## config.mk

```make
export PLATFORM = sky130hd
export DESIGN_NAME = bcd_modulo_counter
export DESIGN_NICKNAME = d
export VERILOG_FILES = /design/src/rtl/counter_pkg.sv /design/src/rtl/bin2bcd_seq.sv /design/src/rtl/bcd_modulo_counter.sv
export SDC_FILE = /design/constraint.sdc
export NUM_CORES = 1
export LEC_CHECK = 0
export CAP_MARGIN = 20
export CORE_ASPECT_RATIO = 1.1
export CORE_MARGIN = 2
export CORE_UTILIZATION = 52
export CTS_BUF_LIST = sky130_fd_sc_hd__clkbuf_8
export DETAILED_ROUTE_END_ITERATION = 16
export PLACE_DENSITY = 0.75
export SYNTH_ARGS = -nofsm -noshare
export SYNTH_HDL_FRONTEND = slang
export SYNTH_SLANG_ARGS = --single-unit
```

## constraint.sdc

```tcl
create_clock -name clk -period 4.05 [get_ports clk]
set_clock_uncertainty 0.2 [all_clocks]
set_input_delay 0.6075 -clock clk [delete_from_list [all_inputs] [get_ports clk]]
set_output_delay 0.6075 -clock clk [all_outputs]
set_load 0.1 [all_outputs]
```

## src/rtl/counter_pkg.sv

```systemverilog
// Shared types and constants for the BCD modulo counter and its conversion engine.
package counter_pkg;

    // Conversion engine states
    typedef enum logic [1:0] {
        ST_IDLE  = 2'd0,
        ST_SHIFT = 2'd1,
        ST_DONE  = 2'd2
    } eng_state_t;

    // Direction switch encoding
    localparam logic DIR_UP   = 1'b0;
    localparam logic DIR_DOWN = 1'b1;

    // Width of one packed BCD digit
    localparam int BCD_DIGIT_W = 4;

endpackage

```

## src/rtl/bin2bcd_seq.sv

```systemverilog
// Multi-cycle double-dabble converter: one add-3/shift step per clock, WIDTH steps
// per conversion, result presented for one cycle in ST_DONE.
module bin2bcd_seq
    import counter_pkg::*;
#(
    parameter int WIDTH  = 10,
    parameter int DIGITS = 3
) (
    input  logic                            clk,
    input  logic                            rst_N,
    input  logic                            start,
    input  logic [WIDTH-1:0]                bin_in,
    output logic                            busy,
    output logic                            done,
    output logic [BCD_DIGIT_W*DIGITS-1:0]   bcd_out
);

    localparam int BCD_W = BCD_DIGIT_W * DIGITS;
    localparam int SR_W  = BCD_W + WIDTH;
    localparam int CNT_W = $clog2(WIDTH + 1);

    eng_state_t        state_reg, state_next;
    logic [SR_W-1:0]   shift_reg, shift_next;
    logic [CNT_W-1:0]  cnt_reg, cnt_next;
    logic [BCD_W-1:0]  adj_bcd;
    logic [SR_W-1:0]   sr_adj;

    // Add 3 to every BCD digit that is 5 or more before the next shift
    genvar gi;
    generate
        for (gi = 0; gi < DIGITS; gi++) begin : g_add3
            logic [BCD_DIGIT_W-1:0] digit;
            assign digit = shift_reg[WIDTH + gi*BCD_DIGIT_W +: BCD_DIGIT_W];
            assign adj_bcd[gi*BCD_DIGIT_W +: BCD_DIGIT_W] =
                (digit >= 4'd5) ? digit + 4'd3 : digit;
        end
    endgenerate

    assign sr_adj  = {adj_bcd, shift_reg[WIDTH-1:0]};
    assign busy    = (state_reg != ST_IDLE);
    assign done    = (state_reg == ST_DONE);
    assign bcd_out = shift_reg[SR_W-1 -: BCD_W];

    // State, shift register and step counter
    always_ff @(posedge clk or negedge rst_N) begin
        if (!rst_N) begin
            state_reg <= ST_IDLE;
            shift_reg <= '0;
            cnt_reg   <= '0;
        end else begin
            state_reg <= state_next;
            shift_reg <= shift_next;
            cnt_reg   <= cnt_next;
        end
    end

    // Next-state and datapath: latch on start, WIDTH shift steps, then one DONE cycle
    always_comb begin
        state_next = state_reg;
        shift_next = shift_reg;
        cnt_next   = cnt_reg;
        unique case (state_reg)
            ST_IDLE: begin
                if (start) begin
                    shift_next = {{BCD_W{1'b0}}, bin_in};
                    cnt_next   = '0;
                    state_next = ST_SHIFT;
                end
            end
            ST_SHIFT: begin
                shift_next = sr_adj << 1;
                cnt_next   = cnt_reg + CNT_W'(1);
                if (cnt_reg == CNT_W'(WIDTH - 1)) begin
                    state_next = ST_DONE;
                end
            end
            ST_DONE: begin
                state_next = ST_IDLE;
            end
            default: begin
                state_next = ST_IDLE;
            end
        endcase
    end

endmodule

```

## src/rtl/bcd_modulo_counter.sv

```systemverilog
// Dual-modulus up/down counter with load and wrap flag; keeps a packed BCD copy of
// the count via the sequential converter and tracks whether that copy is current.
module bcd_modulo_counter
    import counter_pkg::*;
#(
    parameter int WIDTH  = 10,
    parameter int DIGITS = 3,
    parameter int MOD_A  = 15,
    parameter int MOD_B  = 115
) (
    input  logic                            clk,
    input  logic                            rst_N,
    input  logic                            tick,
    input  logic                            en_SW,
    input  logic                            modulo_SW,
    input  logic                            dir_SW,
    input  logic                            load,
    input  logic [WIDTH-1:0]                load_value,
    output logic [WIDTH-1:0]                count,
    output logic                            LED,
    output logic [BCD_DIGIT_W*DIGITS-1:0]   number_BCD,
    output logic                            bcd_valid
);

    localparam int    BCD_W   = BCD_DIGIT_W * DIGITS;
    localparam int    MW      = WIDTH + 1;
    localparam longint MOD_MAX = (MOD_A > MOD_B) ? MOD_A : MOD_B;
    localparam logic [MW-1:0] MOD_A_W = MW'(MOD_A);
    localparam logic [MW-1:0] MOD_B_W = MW'(MOD_B);

    // Reject parameter sets whose range does not fit the binary or BCD width
    generate
        if ((MOD_A < 2) || (MOD_B < 2) || ((64'd1 << WIDTH) < MOD_MAX) ||
            ((10 ** DIGITS) < MOD_MAX)) begin : g_bad_params
            $error("bcd_modulo_counter: WIDTH/DIGITS too small for MOD_A/MOD_B, or modulus < 2");
        end
    endgenerate

    logic [WIDTH-1:0] count_reg, count_next;
    logic             led_reg, led_next;
    logic             dirty_reg, dirty_next;
    logic             valid_reg, valid_next;
    logic [BCD_W-1:0] bcd_reg, bcd_next;
    logic [MW-1:0]    m_val, m_last;
    logic [MW-1:0]    count_ext;
    logic             changed;
    logic             eng_start, eng_busy, eng_done;
    logic [BCD_W-1:0] eng_bcd;

    assign m_val     = modulo_SW ? MOD_B_W : MOD_A_W;
    assign m_last    = m_val - MW'(1);
    assign count_ext = {1'b0, count_reg};
    assign changed   = (count_next != count_reg);
    assign eng_start = dirty_reg && !eng_busy;

    // Count update: load beats an enabled tick, otherwise hold
    always_comb begin
        count_next = count_reg;
        led_next   = 1'b0;
        if (load) begin
            count_next = ({1'b0, load_value} >= m_val) ? '0 : load_value;
        end else if (tick && en_SW) begin
            if (dir_SW == DIR_UP) begin
                if (count_ext >= m_last) begin
                    count_next = '0;
                    led_next   = 1'b1;
                end else begin
                    count_next = count_reg + WIDTH'(1);
                end
            end else begin
                if ((count_reg == '0) || (count_ext >= m_val)) begin
                    count_next = m_last[WIDTH-1:0];
                    led_next   = 1'b1;
                end else begin
                    count_next = count_reg - WIDTH'(1);
                end
            end
        end
    end

    // Dirty/valid bookkeeping: a count change always wins over a finishing conversion
    always_comb begin
        dirty_next = dirty_reg;
        valid_next = valid_reg;
        bcd_next   = bcd_reg;
        if (eng_start) begin
            dirty_next = 1'b0;
        end
        if (eng_done) begin
            bcd_next   = eng_bcd;
            valid_next = !dirty_reg;
        end
        if (changed) begin
            dirty_next = 1'b1;
            valid_next = 1'b0;
        end
    end

    // Registered counter, flag and BCD state
    always_ff @(posedge clk or negedge rst_N) begin
        if (!rst_N) begin
            count_reg <= '0;
            led_reg   <= 1'b0;
            dirty_reg <= 1'b0;
            valid_reg <= 1'b1;
            bcd_reg   <= '0;
        end else begin
            count_reg <= count_next;
            led_reg   <= led_next;
            dirty_reg <= dirty_next;
            valid_reg <= valid_next;
            bcd_reg   <= bcd_next;
        end
    end

    bin2bcd_seq #(
        .WIDTH  (WIDTH),
        .DIGITS (DIGITS)
    ) u_bin2bcd (
        .clk     (clk),
        .rst_N   (rst_N),
        .start   (eng_start),
        .bin_in  (count_reg),
        .busy    (eng_busy),
        .done    (eng_done),
        .bcd_out (eng_bcd)
    );

    assign count      = count_reg;
    assign LED        = led_reg;
    assign number_BCD = bcd_reg;
    assign bcd_valid  = valid_reg;

endmodule

```

==> results of run 1 <==
[power groups by stage]
stage,Clock [mW],Sequential [mW],Combinational (mW)
after detailed placement,0,0.828,1.23
after global placement,0,0.819,1.20
after global routing,0.342,0.846,1.34
after CTS,0.321,0.818,1.23
final,0.313,0.817,1.23
after floorplan,0,1.13,0.614
[worst max-delay path, delay by kind of cell]
| family | cells | cell delay (ps) |
|---|---|---|
| compound gates | 2 | 680 |
| fa+ha+maj | 1 | 400 |
| buf+inv | 2 | 620 |
| simple gates | 5 | 1260 |
[routing by layer]
layer,vias to the layer above,wire [um],track usage (%)
met2,108,4660,43.5
li1,1537,-,-
met5,-,0,0
met4,0,455,13.4
met3,29,412,4.90
met1,1518,3880,33.6
[stage by stage]
stage	worst slack [ps]	util [%]	instances	instance area, um^2
finish	537	62.5	515	4120
global route	264	62.5	515	4120
CTS	532	62.5	515	4120
detailed placement	219	61.0	507	4030
global placement	279	61.0	507	4030
floorplan	580	-	391	3530
[Yosys cell counts (2+ instances only)]
master    count  area share, %
a2111o_1      2           0.64
a211oi_1      6            1.3
a21boi_0      4           0.85
a21o_1        2           0.43
a21oi_1      18            2.6
a221oi_1      2           0.50
a22oi_1      11            2.3
a311o_1       2           0.57
a311oi_1      2           0.50
a31oi_1       6            1.1
a32o_1        3           0.85
and4_1        2           0.50
clkbuf_1     16            1.7
clkbuf_8      3            1.2
dfrtp_1      52             37
ha_1         21            7.4
inv_1        16            1.7
mux2_2        7            2.2
mux2i_1       3           0.85
nand2_1      48            5.1
nand2b_1      6            1.1
nand3_1      17            2.4
nand4_1      10            1.8
nor2_1       22            2.3
nor2b_1       2           0.35
nor3_1        9            1.3
nor4_1        5           0.89
o211ai_1      4           0.85
o21ai_0      28            4.0
o22ai_1       2           0.35
o31ai_1       5            1.1
o32ai_1       5            1.2
or3_2         2           0.43
xnor2_1       9            2.2
xor2_1        4           0.99
[worst min path at each step]
stage	endpoint
2_1_floorplan	LED$_DFF_PN0_
3_3_place_gp	u_bin2bcd.shift_reg[6]$_DFFE_PN0P_
3_5_place_dp	u_bin2bcd.shift_reg[3]$_DFFE_PN0P_
4_1_cts	number_BCD[3]$_DFFE_PN0P_
5_1_grt	u_bin2bcd.shift_reg[3]$_DFFE_PN0P_
6_report	number_BCD[2]$_DFFE_PN0P_
[kinds of logic (layout without fill, tap and decap cells)]
| logic type | after synthesis | after routing | share of synthesized area, % |
|---|---|---|---|
| muxes | 10 | 10 | 3.08 |
| adders and majority gates | 21 | 21 | 7.44 |
| and+or+nand+nor | 139 | 139 | 20.1 |
| DFF | 53 | 53 | 37.6 |
| xor gates and xnor gates | 13 | 13 | 3.22 |
| AOI/OAI and AO/OA | 119 | 119 | 23.8 |
| buffers and inverters | 36 | 78 | 4.78 |
[final cells by class]
type                            count  area, um^2  share of cell area, %
Clock inverter                      2        13.8                  0.334
Inverter                           16        60.1                   1.46
Timing Repair Buffer               54         500                   12.1
Tap cell                           82         103                   2.49
Multi-Input combinational cell    302        2030                   49.4
Clock buffer                        6        82.6                   2.00
Sequential cell                    53        1330                   32.2
==> flow_metrics.tcl, run 1 <==
set metrics [dict create \
    track_usage_pct 26.9 \
    htree_levels 2 \
    critPathCapture "bcd_valid$_DFFE_PN1P_" \
    cts_buffer_depth 2 \
    synth_seq_cells 53 \
    cp_common_cell "and4_1" \
    reg2reg_slack_ps 800 \
    final_cell_mix "dfrtp_1 (52), nand2_1 (48), clkdlybuf4s50_1 (39)" \
    crit_required_ps 4100 \
    cts_setup_buffers 0 \
    fillers 608 \
    critPathSlowestCell "clkdlybuf4s50_1" \
    p_comb_share_pct 52.0 \
    max-vdd-ir-drop_v 0.000461 \
    drt_iter0_markers 177 \
    slew-limit-headroom_pct 35.1 \
    r2r-start "count[1]$_DFF_PN0_" \
    drc_errors 0 \
    reg2reg_depth 8 \
    cts_buffers 5 \
    crit_path_end_kind "flop" \
    min_path_type "primary input to asynchronous set/reset pin" \
    port_buffers 40 \
    ys_types 70 \
    outcome "completed" \
    slowest_delay_ps 480 \
    rsz0062_at_grt "no" \
    drive_above_1_share_pct 11.5 \
    cts.reportedPaths.clkPinSlew_ps 100 \
    p_seq_share_pct 34.7 \
    setup.worst_path.start_class "primary input" \
    yosysSeqAreaShare_pct 37.6 \
    grt_max_degree 35 \
    fin_setup_tns_ps 0 \
    antenna_found_initial 0 \
    cts_tree "built" \
    power_mw 2.36 \
    maxCapViolCount 0 \
    clkPwrFrac_pct 13.3 \
    largest_register_ffs 22 \
    num_vias 3192 \
    intPower_mw 1.22 \
    cts_sinks 53 \
    hold_slack_ps 149 \
    grt_pass1_wl_um 15400 \
    synth.avg_cell_area_um2 9.03 \
    timing.rr.end "bcd_valid$_DFFE_PN1P_" \
    num_rows 31 \
    layout_commonest_cell "dfrtp_1" \
    wirelength_um 9410 \
    worstSetupStartpoint "modulo_SW" \
    fin_crit_ps 3510 \
    first_pass_iters 4 \
    area_growth_pct 16.7 \
    die_area_mm2 0.00747 \
    drt-vias-per-instance 6.20 \
    path_class "primary input to flop" \
    fmax_mhz 285 \
    root_buffer "clkbuf_8" \
    hold_viol 0 \
    hpwl_um 7260 \
    die_h_um 90.4 \
    ys_dominant_reg_cell "dfrtp_1" \
    wire_per_inst_um 18.3 \
    arrival_ps 3560 \
    nNetsFinal 470 \
    finalCritPeriodShare_pct 86.8 \
    yosysWarningCount 0 \
    synthArstFlopShare_pct 100 \
    p_leak_nw 1.74 \
    drv_slew 0 \
    power.net_switching_mw 1.14 \
    synth_edf_count 0 \
    clock_latency_ps 300 \
    path_max_fanout 7 \
    crit_chain "clkdlybuf4s50_1 -> inv_1 -> ha_1 -> nand3_2 -> a211oi_2 -> nor2_1 -> and4_1 -> or4_4 -> a2111oi_2 -> and4_1" \
    grt_pass1_vias 3064 \
    coreArea_mm2 0.00659 \
    cts.hold.buffers_added 0 \
    chipWidth_um 82.6 \
    ant_nets 0 \
    gp_congestion 0.938 \
    synth_cells 391 \
    cts_resized 0 \
    io_pins 41 \
    start_util_pct 53.5 \
    synthesis.area_mm2 0.00353 \
    synth_nets 429 \
    grt_overflow 0 \
    worst_pin_slew_ps 970 \
    setup_viol 0 \
    p_per_area_mw_per_mm2 572 \
    diodes 0 \
    p_sw_share_pct 48.4 \
]
(Power assumes the default switching activity.)
==> run 2: changes to the inputs <==
--- a/config.mk
+++ b/config.mk
@@ -6,12 +6,14 @@
 export NUM_CORES = 1
 export LEC_CHECK = 0
 export CAP_MARGIN = 20
+export CELL_PAD_IN_SITES_DETAIL_PLACEMENT = 1
+export CELL_PAD_IN_SITES_GLOBAL_PLACEMENT = 1
 export CORE_ASPECT_RATIO = 1.1
 export CORE_MARGIN = 2
-export CORE_UTILIZATION = 52
+export CORE_UTILIZATION = 45
 export CTS_BUF_LIST = sky130_fd_sc_hd__clkbuf_8
 export DETAILED_ROUTE_END_ITERATION = 16
-export PLACE_DENSITY = 0.75
+export PLACE_DENSITY_LB_ADDON = 0.1
 export SYNTH_ARGS = -nofsm -noshare
 export SYNTH_HDL_FRONTEND = slang
 export SYNTH_SLANG_ARGS = --single-unit
==> flow_metrics.tcl, run 2 (same netlist as run 1, synthesis figures left out) <==
set metrics [dict create \
    outcome "completed" \
    p_per_area_mw_per_mm2 573 \
    crit_required_ps 4100 \
    largest_register_ffs 22 \
    cts_tree "built" \
    root_buffer "clkbuf_8" \
    grt_pass1_vias 3404 \
    path_class "primary input to flop" \
    setup_viol 0 \
    cp.buffers_inverters 2 \
    hold_viol 0 \
    slew-limit-headroom_pct 34.9 \
    drt_iter0_markers 179 \
    antenna_found_initial 0 \
    wirelength_um 10600 \
    num_vias 3277 \
    start_util_pct 47.0 \
    grt_pass1_wl_um 17400 \
    p_leak_nw 1.74 \
    cts.hold.buffers_added 0 \
    gp_congestion 0.972 \
    hpwl_um 8050 \
    ant_nets 0 \
    htree_levels 2 \
    drive_above_1_share_pct 11.5 \
    cp_common_cell "and4_1" \
    first_pass_iters 4 \
    finalCritPeriodShare_pct 91.4 \
    final_cell_mix "dfrtp_1 (52), nand2_1 (48), clkdlybuf4s50_1 (39)" \
    critPathSlowestCell "or4_4" \
    cts.reportedPaths.clkPinSlew_ps 100 \
    power_mw 2.38 \
    cts_setup_buffers 0 \
    io_pins 41 \
    chipWidth_um 88.5 \
    fillers 876 \
    worstSetupStartpoint "modulo_SW" \
    coreArea_mm2 0.00751 \
    rsz0062_at_grt "no" \
    worst_pin_slew_ps 974 \
    path_max_fanout 11 \
    grt_max_degree 36 \
    crit_path_end_kind "flop" \
    max-vdd-ir-drop_v 0.000198 \
    setup.worst_path.start_class "primary input" \
    cts_buffers 5 \
    min_path_type "primary input to asynchronous set/reset pin" \
    grt_overflow 0 \
    drt-vias-per-instance 6.08 \
    cts_buffer_depth 2 \
    cts_resized 0 \
    die_area_mm2 0.00857 \
    drc_errors 0 \
    maxCapViolCount 0 \
    wire_per_inst_um 19.7 \
    fin_setup_tns_ps 0 \
    area_growth_pct 17.5 \
    fmax_mhz 270 \
    nNetsFinal 471 \
    drv_slew 0 \
    arrival_ps 3760 \
    slowest_delay_ps 490 \
    r2r-start "count[1]$_DFF_PN0_" \
    cpLargestDelayFamily "simple AND/OR/NAND/NOR gates" \
    diodes 0 \
    layout_commonest_cell "dfrtp_1" \
    track_usage_pct 25.9 \
    clock_latency_ps 310 \
    cts_sinks 53 \
    port_buffers 40 \
    fin_crit_ps 3700 \
    die_h_um 96.9 \
    crit_chain "clkdlybuf4s50_1 -> inv_1 -> ha_1 -> nand3_2 -> a211oi_2 -> nor2_1 -> and4_1 -> or4_4 -> a2111oi_2 -> and4_1" \
    num_rows 33 \
]
run 2: report_power, final:
part	internal, mW	switching [mW]
clock network	0.120	0.184
logic	0.399	0.861
registers	0.682	0.133
total	1.20	1.18
run 2: layout make-up:
cell class	instances	area (um^2)	share of cell area, %
inverter	16	60.1	1.45
multi-input combinational	302	2030	49.0
timing repair buffer	55	508	12.2
tap	105	131	3.17
clock inverter	3	18.8	0.452
clock buffer	5	68.8	1.66
sequential	53	1330	32.0
run 2: layer usage:
metal,vias to the layer above,global-route usage (%),part of all wire (%)
li1,1532,-,-
met1,1620,33.4,41
met2,91,43.4,51
met3,34,2.90,4.0
met4,0,10.4,4.0
met5,-,0,0
run 2: path summary, 6_finish.rpt:
kind / cells after the start / end / slack (ps)
max: 10 / bcd_valid$_DFFE_PN1P_ / 350
min: 1 / u_bin2bcd.cnt_reg[0]$_DFFE_PN0P_ / 160
max reg2reg: 8 / bcd_valid$_DFFE_PN1P_ / 570
min reg2reg: 2 / u_bin2bcd.shift_reg[3]$_DFFE_PN0P_ / 290
max in group asynchronous: 2 / bcd_valid$_DFFE_PN1P_ / 2660
min in group clk: 2 / u_bin2bcd.shift_reg[3]$_DFFE_PN0P_ / 290
run 2: metrics by stage:
stage	utilization (%)	instance area (um^2)	cells	setup WS, ps	hold WS, ps
after global placement	54.0	4060	531	202	261
after detailed placement	54.0	4060	531	107	268
final	55.2	4150	539	347	158
after floorplan	-	3530	391	580	112
after global routing	55.2	4150	539	197	214
after CTS	55.2	4150	539	372	183
run 2: worst register-to-register path, stage by stage (launching register included):
cell	delay (ps)
dfrtp_1	690
ha_1	410
nand3_1	160
a211oi_2	420
nor2_1	170
and4_1	240
or4_4	490
a2111oi_2	380
and4_1	260
==> run 3: changes to the inputs <==
--- a/config.mk
+++ b/config.mk
@@ -12,6 +12,7 @@
 export CORE_MARGIN = 2
 export CORE_UTILIZATION = 45
 export CTS_BUF_LIST = sky130_fd_sc_hd__clkbuf_8
+export CTS_CLUSTER_DIAMETER = 200
 export DETAILED_ROUTE_END_ITERATION = 16
 export PLACE_DENSITY_LB_ADDON = 0.1
 export SYNTH_ARGS = -nofsm -noshare
==> results of run 3 <==
Same layout as run 2: the final DEF is identical, and so are final timing and power.
